==> src/rtl/acct_cfg_master.sv <==
// AXI-lite initiator that snapshots the access-control table and writes it entry by entry.
// Define ACCT_CFG_VERIFY_EN to add a read-back pass that compares each entry after the writes.
module acct_cfg_master #(
  parameter int unsigned           ADDR_WIDTH  = 64,
  parameter int unsigned           DATA_WIDTH  = 64,
  parameter int unsigned           NUM_ENTRIES = 10,
  parameter logic [ADDR_WIDTH-1:0] BASE_ADDR   = '0
) (
  input  logic                      clk_i,
  input  logic                      rst_ni,
  input  logic                      start_i,
  input  logic [NUM_ENTRIES*32-1:0] cfg_data_i,
  output logic                      busy_o,
  output logic                      done_o,
  output logic                      error_o,
  output logic [7:0]                err_idx_o,
  output logic                      aw_valid_o,
  output logic [ADDR_WIDTH-1:0]     aw_addr_o,
  input  logic                      aw_ready_i,
  output logic                      w_valid_o,
  output logic [DATA_WIDTH-1:0]     w_data_o,
  output logic [DATA_WIDTH/8-1:0]   w_strb_o,
  input  logic                      w_ready_i,
  input  logic                      b_valid_i,
  input  logic [1:0]                b_resp_i,
  output logic                      b_ready_o,
  output logic                      ar_valid_o,
  output logic [ADDR_WIDTH-1:0]     ar_addr_o,
  input  logic                      ar_ready_i,
  input  logic                      r_valid_i,
  input  logic [DATA_WIDTH-1:0]     r_data_i,
  input  logic [1:0]                r_resp_i,
  output logic                      r_ready_o
);

  localparam int unsigned ENTRY_W = 32;
  localparam int unsigned SNAP_W  = NUM_ENTRIES * ENTRY_W;
  localparam int unsigned IDX_W   = 8;
  localparam logic [IDX_W-1:0] LAST_IDX  = IDX_W'(NUM_ENTRIES - 1);
  localparam logic [1:0]       RESP_OKAY = 2'b00;

`ifdef ACCT_CFG_VERIFY_EN
  typedef enum logic [2:0] {IDLE, WR, WRESP, RD, RDATA, DONE} state_t;
`else
  typedef enum logic [2:0] {IDLE, WR, WRESP, DONE} state_t;
`endif

  state_t              state;
  logic [IDX_W-1:0]    idx;
  logic [IDX_W-1:0]    idx_nxt;
  logic [SNAP_W-1:0]   snap;
  logic [SNAP_W-1:0]   snap_rot;
  logic                aw_done;
  logic                w_done;

  function automatic logic [ADDR_WIDTH-1:0] entry_addr(input logic [IDX_W-1:0] i);
    return BASE_ADDR + ADDR_WIDTH'({i, 3'b000});
  endfunction

  // The snapshot rotates one entry per advance so the current entry is always in bits [31:0];
  // after NUM_ENTRIES advances it is back at entry 0 for the read-back pass.
  assign snap_rot = (snap >> ENTRY_W) | (snap << (ENTRY_W * (NUM_ENTRIES - 1)));
  assign idx_nxt  = idx + IDX_W'(1);
  assign aw_done  = !aw_valid_o || aw_ready_i;
  assign w_done   = !w_valid_o || w_ready_i;

`ifdef ACCT_CFG_VERIFY_EN
  logic rd_err;
  logic unused_rdata;
  assign rd_err       = (r_resp_i != RESP_OKAY) || (r_data_i[ENTRY_W-1:0] != snap[ENTRY_W-1:0]);
  assign ar_addr_o    = aw_addr_o;
  assign unused_rdata = ^r_data_i[DATA_WIDTH-1:ENTRY_W];
`else
  logic unused_rd;
  assign ar_valid_o = 1'b0;
  assign ar_addr_o  = '0;
  assign r_ready_o  = 1'b0;
  assign unused_rd  = ^{ar_ready_i, r_valid_i, r_data_i, r_resp_i};
`endif

  always_ff @(posedge clk_i or negedge rst_ni) begin
    if (!rst_ni) begin
      state      <= IDLE;
      idx        <= '0;
      snap       <= '0;
      busy_o     <= 1'b0;
      done_o     <= 1'b0;
      error_o    <= 1'b0;
      err_idx_o  <= '0;
      aw_valid_o <= 1'b0;
      aw_addr_o  <= '0;
      w_valid_o  <= 1'b0;
      w_data_o   <= '0;
      w_strb_o   <= '0;
      b_ready_o  <= 1'b0;
`ifdef ACCT_CFG_VERIFY_EN
      ar_valid_o <= 1'b0;
      r_ready_o  <= 1'b0;
`endif
    end else begin
      done_o <= 1'b0;
      unique case (state)
        IDLE: begin
          if (start_i) begin
            snap       <= cfg_data_i;
            idx        <= '0;
            busy_o     <= 1'b1;
            error_o    <= 1'b0;
            err_idx_o  <= '0;
            aw_valid_o <= 1'b1;
            aw_addr_o  <= BASE_ADDR;
            w_valid_o  <= 1'b1;
            w_data_o   <= DATA_WIDTH'(cfg_data_i[ENTRY_W-1:0]);
            w_strb_o   <= '1;
            state      <= WR;
          end
        end
        WR: begin
          // AW and W retire independently; leave once both have been accepted
          if (aw_ready_i) aw_valid_o <= 1'b0;
          if (w_ready_i)  w_valid_o  <= 1'b0;
          if (aw_done && w_done) begin
            b_ready_o <= 1'b1;
            state     <= WRESP;
          end
        end
        WRESP: begin
          if (b_valid_i) begin
            b_ready_o <= 1'b0;
            if (b_resp_i != RESP_OKAY) begin
              error_o   <= 1'b1;
              err_idx_o <= idx;
              busy_o    <= 1'b0;
              done_o    <= 1'b1;
              state     <= DONE;
            end else if (idx == LAST_IDX) begin
`ifdef ACCT_CFG_VERIFY_EN
              snap       <= snap_rot;
              idx        <= '0;
              aw_addr_o  <= BASE_ADDR;
              ar_valid_o <= 1'b1;
              state      <= RD;
`else
              busy_o <= 1'b0;
              done_o <= 1'b1;
              state  <= DONE;
`endif
            end else begin
              snap       <= snap_rot;
              idx        <= idx_nxt;
              aw_addr_o  <= entry_addr(idx_nxt);
              w_data_o   <= DATA_WIDTH'(snap_rot[ENTRY_W-1:0]);
              aw_valid_o <= 1'b1;
              w_valid_o  <= 1'b1;
              state      <= WR;
            end
          end
        end
`ifdef ACCT_CFG_VERIFY_EN
        RD: begin
          if (ar_ready_i) begin
            ar_valid_o <= 1'b0;
            r_ready_o  <= 1'b1;
            state      <= RDATA;
          end
        end
        RDATA: begin
          if (r_valid_i) begin
            r_ready_o <= 1'b0;
            if (rd_err) begin
              error_o   <= 1'b1;
              err_idx_o <= idx;
              busy_o    <= 1'b0;
              done_o    <= 1'b1;
              state     <= DONE;
            end else if (idx == LAST_IDX) begin
              busy_o <= 1'b0;
              done_o <= 1'b1;
              state  <= DONE;
            end else begin
              snap       <= snap_rot;
              idx        <= idx_nxt;
              aw_addr_o  <= entry_addr(idx_nxt);
              ar_valid_o <= 1'b1;
              state      <= RD;
            end
          end
        end
`endif
        DONE: state <= IDLE;
        default: state <= IDLE;
      endcase
    end
  end

endmodule

==> config.mk <==
export PLATFORM = sky130hd
export DESIGN_NAME = acct_cfg_master
export DESIGN_NICKNAME = d
export VERILOG_FILES = /design/src/rtl/acct_cfg_master.sv
export SDC_FILE = /design/constraint.sdc
export NUM_CORES = 1
export LEC_CHECK = 0
export CORE_AREA = 3 3 237 239
export DETAILED_ROUTE_END_ITERATION = 12
export DIE_AREA = 0 0 240 242
export GPL_TIMING_DRIVEN = 0
export PLACE_DENSITY = 0.72
export SLEW_MARGIN = 40
export SYNTH_ARGS = -nofsm -noshare
export SYNTH_HDL_FRONTEND = slang
export SYNTH_SLANG_ARGS = --single-unit
==> constraint.sdc <==
create_clock -name clk_i -period 2.04 [get_ports clk_i]
set_clock_uncertainty 0.2 [all_clocks]
set_input_delay 0.204 -clock clk_i [delete_from_list [all_inputs] [get_ports clk_i]]
set_output_delay 0.204 -clock clk_i [all_outputs]
set_load 0.01 [all_outputs]
==> run summary, run 1 <==
Dpl hpwl: 52100 um
CTS root buf: clkbuf_16
Post-synthesis sequential area ratio: 44.3%
Vias: 15396
Top delay family on crit path: simple AND/OR/NAND/NOR gates
Detail Route Antenna Nets: 0
Layout Area Growth over Synthesis: 41.8%
Grt total ovfl: 0
H-tree Lvls: 2
Die X: 240 um
Die H: 242 um
# IOs: 612
Pins Over Slew Limit: 0
Final core occ: 51.1%
Critical-path cell with the highest stage delay: dfrtp_1
Final Hold Fails: 41
Synth cell types: 41
WP data arrival: 2.52 ns
FF-to-FF Start: aw_addr_o[4]
Tmin final: 2.29 ns
Met3 wire len: 3500 um
Most frequent CP cell: buf_12
Startpoint types: register
Final setup fails: 323
Initial Util: 36.1%
TritonCTS clock tree: yes
Initial antenna violation count: 1
Synth Cell Area: 19500 um^2
Maximum VDD drop: 0.000684 V
Worst min-delay path class: input port to asynchronous set/reset pin
Endpoint class of the critical path: register
Drt first pass iters: 5
Fin Hold WS: -0.0712 ns
Failing checks: negative hold slack, negative setup slack
CP Data Required Time: 2.28 ns
Max Clock Freq: 438 MHz
RSZ-0062 raised after global routing: true
Static Leak: 14.1 nW
Ys Warns: 0
Mean post-synth cell area: 9.62 um^2
Cell chain of the critical path: inv_2 > ha_4 > and4bb_2 > nand3_2 > and2_4 > buf_12 > buf_12 > clkbuf_16 > mux2_4
PD cells: 1400 nW/um^2
Setup ws final: -0.246 ns
Die area: 58100 um^2
WS Path Type: register to register
Post-synth EDFFs: 0
Post-synth top area cell: dfrtp_1
Routed wl met2: 32100 um
Inserted Clock Buffers: 41
GRT Total Usage: 21.9%
Max-cap viol count: 0
R2R Setup Slk: -0.25 ns
Fin nets: 3080
DRC violations left: 0
Cts hold-fix bufs: 1
Routed WL: 66800 um
Met1 wire length: 29200 um
Largest net degree at the start of global routing: 73
IO Port Bufs: 389
Vias in the first global route: 15809
Final Cell Area: 27600 um^2
Max layer used: met5
Diode count: 0
Final Wtd Congestion: 0.910
Mapped Cells: 2025
R2r endpoint: snap[3]
Dpl cells: 3268
Row count: 85
Clock transition at the registers of the reported paths: 0.06 ns
Latest clock arrival within the worst-skew pair: 0.57 ns
Number of vias per cell: 4.52
#FFs+latches synth: 345
Post-place setup slack: -0.762 ns
Post-DP Area: 25000 um^2
Top FF cell, synth: dfrtp_1
CTS Sinks: 345
Fin crit share: 112%
Non-Filler Instances: 3407
Worst Path Max Fanout: 8
First-pass GRT wire length: 96100 um
Slew @ Worst Pin: 0.532 ns
Initial drt markers: 824
WP buf/inv: 4
Status: finished, violations left
Yosys top cell area share: 44.3%
Asr flop ratio synth: 100%
Slew headroom: 64.5%
Layout cells sized above 1: 28.3%
Ranking of synthesized cells by area: dfrtp_1 44%, mux2_4 19%, nand2_1 19%, buf_4 7.5%, mux2_2 4.5%
Worst reg-to-reg path cell count: 9
Core area: 54000 um^2
CP max stage delay: 0.39 ns
Maximum root-to-sink buffer count: 3
WL/cell: 19.6 um
## cell families (layout without fill, tap and decap cells)
logic type      count (synthesis)  in the layout  share of synthesized area, %
flops                         345            345                          44.3
fa+ha+maj                       2              2                         0.128
buf+inv                       312            845                          11.1
compound gates                 37             37                          1.25
xor+xnor                        1              1                        0.0450
simple gates                 1003           1003                          19.7
mux                           324            324                          23.4
other cells                     1            154                        0.0193
## per-stage QoR
| stage | total power, mW | setup TNS, ns |
|---|---|---|
| after floorplan | 23.8 | -20.31 |
| after global placement | 29.0 | -5098.15 |
| after detailed placement | 29.4 | -201.91 |
| after CTS | 37.7 | -72.95 |
| after global routing | 40.8 | -84.31 |
| final | 38.6 | -63.86 |
## per-layer routing
metal	GRT usage, %	up-vias
li1	-	7434
met1	28.9	7386
met2	37.1	478
met3	3.19	96
met4	6.81	2
met5	0	-
## worst max-delay path by stage
stage,from,to,cells past startpoint
CTS,aw_addr_o[4],snap[10],10
detailed placement,state[0],snap[133],8
global placement,rst_ni,aw_addr_o[3],1
global route,aw_addr_o[4],snap[187],9
finish,aw_addr_o[4],snap[3],9
floorplan,aw_addr_o[4],snap[0],9
## repair_timing
action | 4_1_cts | 5_1_grt
buffers inserted | 9 | 39
pin swaps | 2 | 4
setup endpoints to repair | 362 | 378
gates resized for setup | 97 | 86
hold endpoints to repair | 168 | 41
gates cloned | 4 | 15
## sequential cells by signal, summed over array words and instances, names as in the netlist, 2 cells and up
name / cells
state: 2
err_idx_o: 8
aw_addr_o: 8
snap: 320
## layout make-up
| class | count | area, um^2 |
|---|---|---|
| plain buffers | 305 | 2490 |
| clock buffers | 59 | 1160 |
| clock inverters | 13 | 148 |
| fillers | 4878 | 26400 |
| inverters | 6 | 22.5 |
| multi-input cells | 1521 | 9330 |
| flip-flops and latches | 345 | 8650 |
| well taps | 696 | 871 |
| repair buffers | 462 | 4950 |
## where the power goes
group | switching, mW | internal [mW] | leakage, nW
clock | 3.02 | 4.24 | 0.644
sequential | 2.45 | 10.3 | 4.15
combinational | 8.03 | 10.6 | 9.31
## Yosys cell counts, types with 2 or more instances
cell type,number
mux2_2,78
clkbuf_1,54
nor2_1,8
nor2b_1,7
a21oi_1,9
o21ai_0,8
a21o_1,2
inv_1,6
dfrtp_1,345
buf_2,23
buf_4,195
and3_1,3
a31oi_1,2
ha_1,2
a31o_2,7
buf_1,5
and2_1,2
buf_6,28
nand2_1,970
nand3_1,4
mux2_4,245
a41oi_1,2
nand2b_1,2
## layout by cell type (no fill, tap or decap), drive strengths merged, types with 3 or more instances in the layout
cell type / instances
clkbuf: 126
dfrtp: 345
nand3: 5
conb: 154
nor2b: 7
clkinv: 9
inv: 7
mux2: 323
buf: 311
o21ai: 8
a31o: 7
clkdlybuf4s50: 368
nor2: 8
dlymetal6s2s: 20
nand2: 970
a21oi: 9
and3: 3
## worst reg2reg max path: stages, from the launching register on
cell	delay (ns)
dfrtp_1	0.39
inv_2	0.08
ha_4	0.12
and4bb_2	0.26
nand3_2	0.09
and2_4	0.21
buf_12	0.15
buf_12	0.15
clkbuf_16	0.18
mux2_4	0.30
Note: power is estimated with default switching activity, not from simulation.
==> run 2: changes to the inputs <==
--- a/config.mk
+++ b/config.mk
@@ -10,6 +10,7 @@
 export DIE_AREA = 0 0 240 242
 export GPL_TIMING_DRIVEN = 0
 export PLACE_DENSITY = 0.72
+export RECOVER_POWER = 50
 export SLEW_MARGIN = 40
 export SYNTH_ARGS = -nofsm -noshare
 export SYNTH_HDL_FRONTEND = slang
==> run summary, run 2 (same netlist as run 1, synthesis figures left out) <==
Worst Setup SP: aw_addr_o[4]
Largest net degree at the start of global routing: 73 (unchanged)
Diode count: 0 (unchanged)
R2r endpoint: snap[11]
Layout cells sized above 1: 28.3% (unchanged)
Row count: 85 (unchanged)
Worst reg-to-reg path cell count: 9 (unchanged)
PD cells: 1400 nW/um^2 (about the same)
Endpoint class of the critical path: register
Crit path to: snap[11]
Grt total ovfl: 0 (unchanged)
Final Wtd Congestion: 0.910 (unchanged)
CTS Sinks: 345 (unchanged)
Max-cap viol count: 0 (unchanged)
Final setup fails: 323 (unchanged)
Slew headroom: 26.8% (-38 points)
Initial Util: 36.1% (unchanged)
Post-DP Area: 25000 um^2 (unchanged)
CP Data Required Time: 2.27 ns (about the same)
Pins Over Slew Limit: 0 (unchanged)
R2R Setup Slk: -0.25 ns (about the same)
Worst Path Max Fanout: 8 (unchanged)
Tmin final: 2.29 ns (+0.00151 ns)
FF-to-FF Start: aw_addr_o[4]
Fin Hold WS: -0.0755 ns (-0.00431 ns)
Detail Route Antenna Nets: 0 (unchanged)
Commonest cells after routing, fill and taps aside: 968 x nand2_1, 368 x clkdlybuf4s50_1, 334 x dfrtp_1
WP data arrival: 2.52 ns (about the same)
Status: finished, violations left
Startpoint types: register
Routing usage on met3: 3.19% (unchanged)
Routed WL: 66900 um (about the same)
Die X: 240 um (unchanged)
GR peak layer: met2
TritonCTS clock tree: yes
Largest register FFs: 320 (unchanged)
WS Path Type: register to register
Commonest non-fill, non-tap cell in the layout: nand2_1
Setup TNS Final: -64.48 ns (-0.617 ns)
Top flop regs: snap: 320 flops, aw_addr_o: 8 flops, err_idx_o: 8 flops
RSZ-0062 raised after global routing: true
IO Port Bufs: 389 (unchanged)
GR Util met2: 37.1% (unchanged)
Fin crit share: 112% (about the same)
Drt first pass iters: 5 (unchanged)
Layout Area Growth over Synthesis: 41.7% (about the same)
Failing checks: negative hold slack, negative setup slack
Setup ws final: -0.247 ns (-0.00151 ns)
First-pass GRT wire length: 96100 um (unchanged)
Initial drt markers: 879 (+6.7%)
Vias in the first global route: 15809 (unchanged)
CTS root buf: clkbuf_16
GRT Total Usage: 21.9% (unchanged)
Worst min-delay path class: input port to asynchronous set/reset pin
Largest register by flop count: snap
Dpl hpwl: 52100 um (unchanged)
GR Layer Usage met1: 28.9% (unchanged)
Core area: 54000 um^2 (unchanged)
Static Leak: 14.1 nW (about the same)
Final Cell Area: 27600 um^2 (about the same)
Inserted Clock Buffers: 41 (unchanged)
# IOs: 612 (unchanged)
Die area: 58100 um^2 (unchanged)
WL/cell: 19.6 um (about the same)
Final Hold Fails: 41 (unchanged)
Clock transition at the registers of the reported paths: 0.06 ns (about the same)
Die H: 242 um (unchanged)
Latest clock arrival within the worst-skew pair: 0.57 ns (about the same)
Vias: 15466 (+0.45%)
Number of vias per cell: 4.54 (+0.45%)
Maximum root-to-sink buffer count: 3 (unchanged)
Initial antenna violation count: 1 (unchanged)
DRC violations left: 0 (unchanged)
Cts hold-fix bufs: 1 (unchanged)
Fin nets: 3080 (unchanged)
Max Clock Freq: 437 MHz (about the same)
Maximum VDD drop: 0.000684 V (about the same)
H-tree Lvls: 2 (unchanged)
Slew @ Worst Pin: 1.10 ns (+0.566 ns)
run 2: changes by cell type in the layout (fill, tap and decap cells not counted):
cell and change:
buf_12 -1, clkbuf_2 +1
run 2: layout make-up:
type / count / area (um^2)
flip-flops and latches: 345 / 8650
inverters: 6 / 22.5
multi-input cells: 1521 / 9330
clock inverters: 13 / 148
clock buffers: 59 / 1160
well taps: 696 / 871
plain buffers: 305 / 2490
fillers: 4880 / 26400
repair buffers: 462 / 4930
run 2: critical path: stages, from the launching register on:
cell and delay (ns):
dfrtp_1 0.39, inv_2 0.08, ha_4 0.13, and4bb_2 0.26
nand3_2 0.09, and2_4 0.21, buf_12 0.14, buf_12 0.15
clkbuf_16 0.17, mux2_4 0.29
run 2: how the worst min path moves through the flow:
stage / startpoint / endpoint / slack [ns]
after global routing: rst_ni / snap[231] / -0.07
final: rst_ni / snap[231] / -0.08
after CTS: rst_ni / snap[231] / -0.09
after detailed placement: rst_ni / snap[199] / -0.07
after global placement: snap[310] / snap[310] / 0.29
after floorplan: rst_ni / aw_addr_o[10] / -0.29
run 2: through the flow:
step,utilization [%],total power [mW],hold WS [ns],worst slack (ns),std cells
2_1_floorplan,-,23.8,-0.292,-0.0801,2178
3_3_place_gp,46.0,29.0,0.290,-15.45,3263
3_5_place_dp,46.2,29.4,-0.0735,-0.762,3268
4_1_cts,49.6,37.7,-0.0896,-0.264,3354
5_1_grt,51.1,40.8,-0.0694,-0.298,3407
6_report,51.1,38.6,-0.0755,-0.247,3407
run 2: per-layer routing:
metal,wire (um),share of wire [%]
met1,29100,44
met4,1920,2.9
met2,32300,48
met3,3530,5.3
met5,13,0.019
run 2: power by group:
group          internal, mW  switching (mW)
combinational          10.6            8.03
clock                  4.24            3.02
sequential             10.3            2.44
run 2: what timing repair did:
item | CTS | global route
pin swaps | 2 | 4
setup endpoints to repair | 362 | 378
setup buffers | 9 | 39
hold endpoints to repair | 168 | 41
gates cloned | 4 | 15
resized for setup | 97 | 86
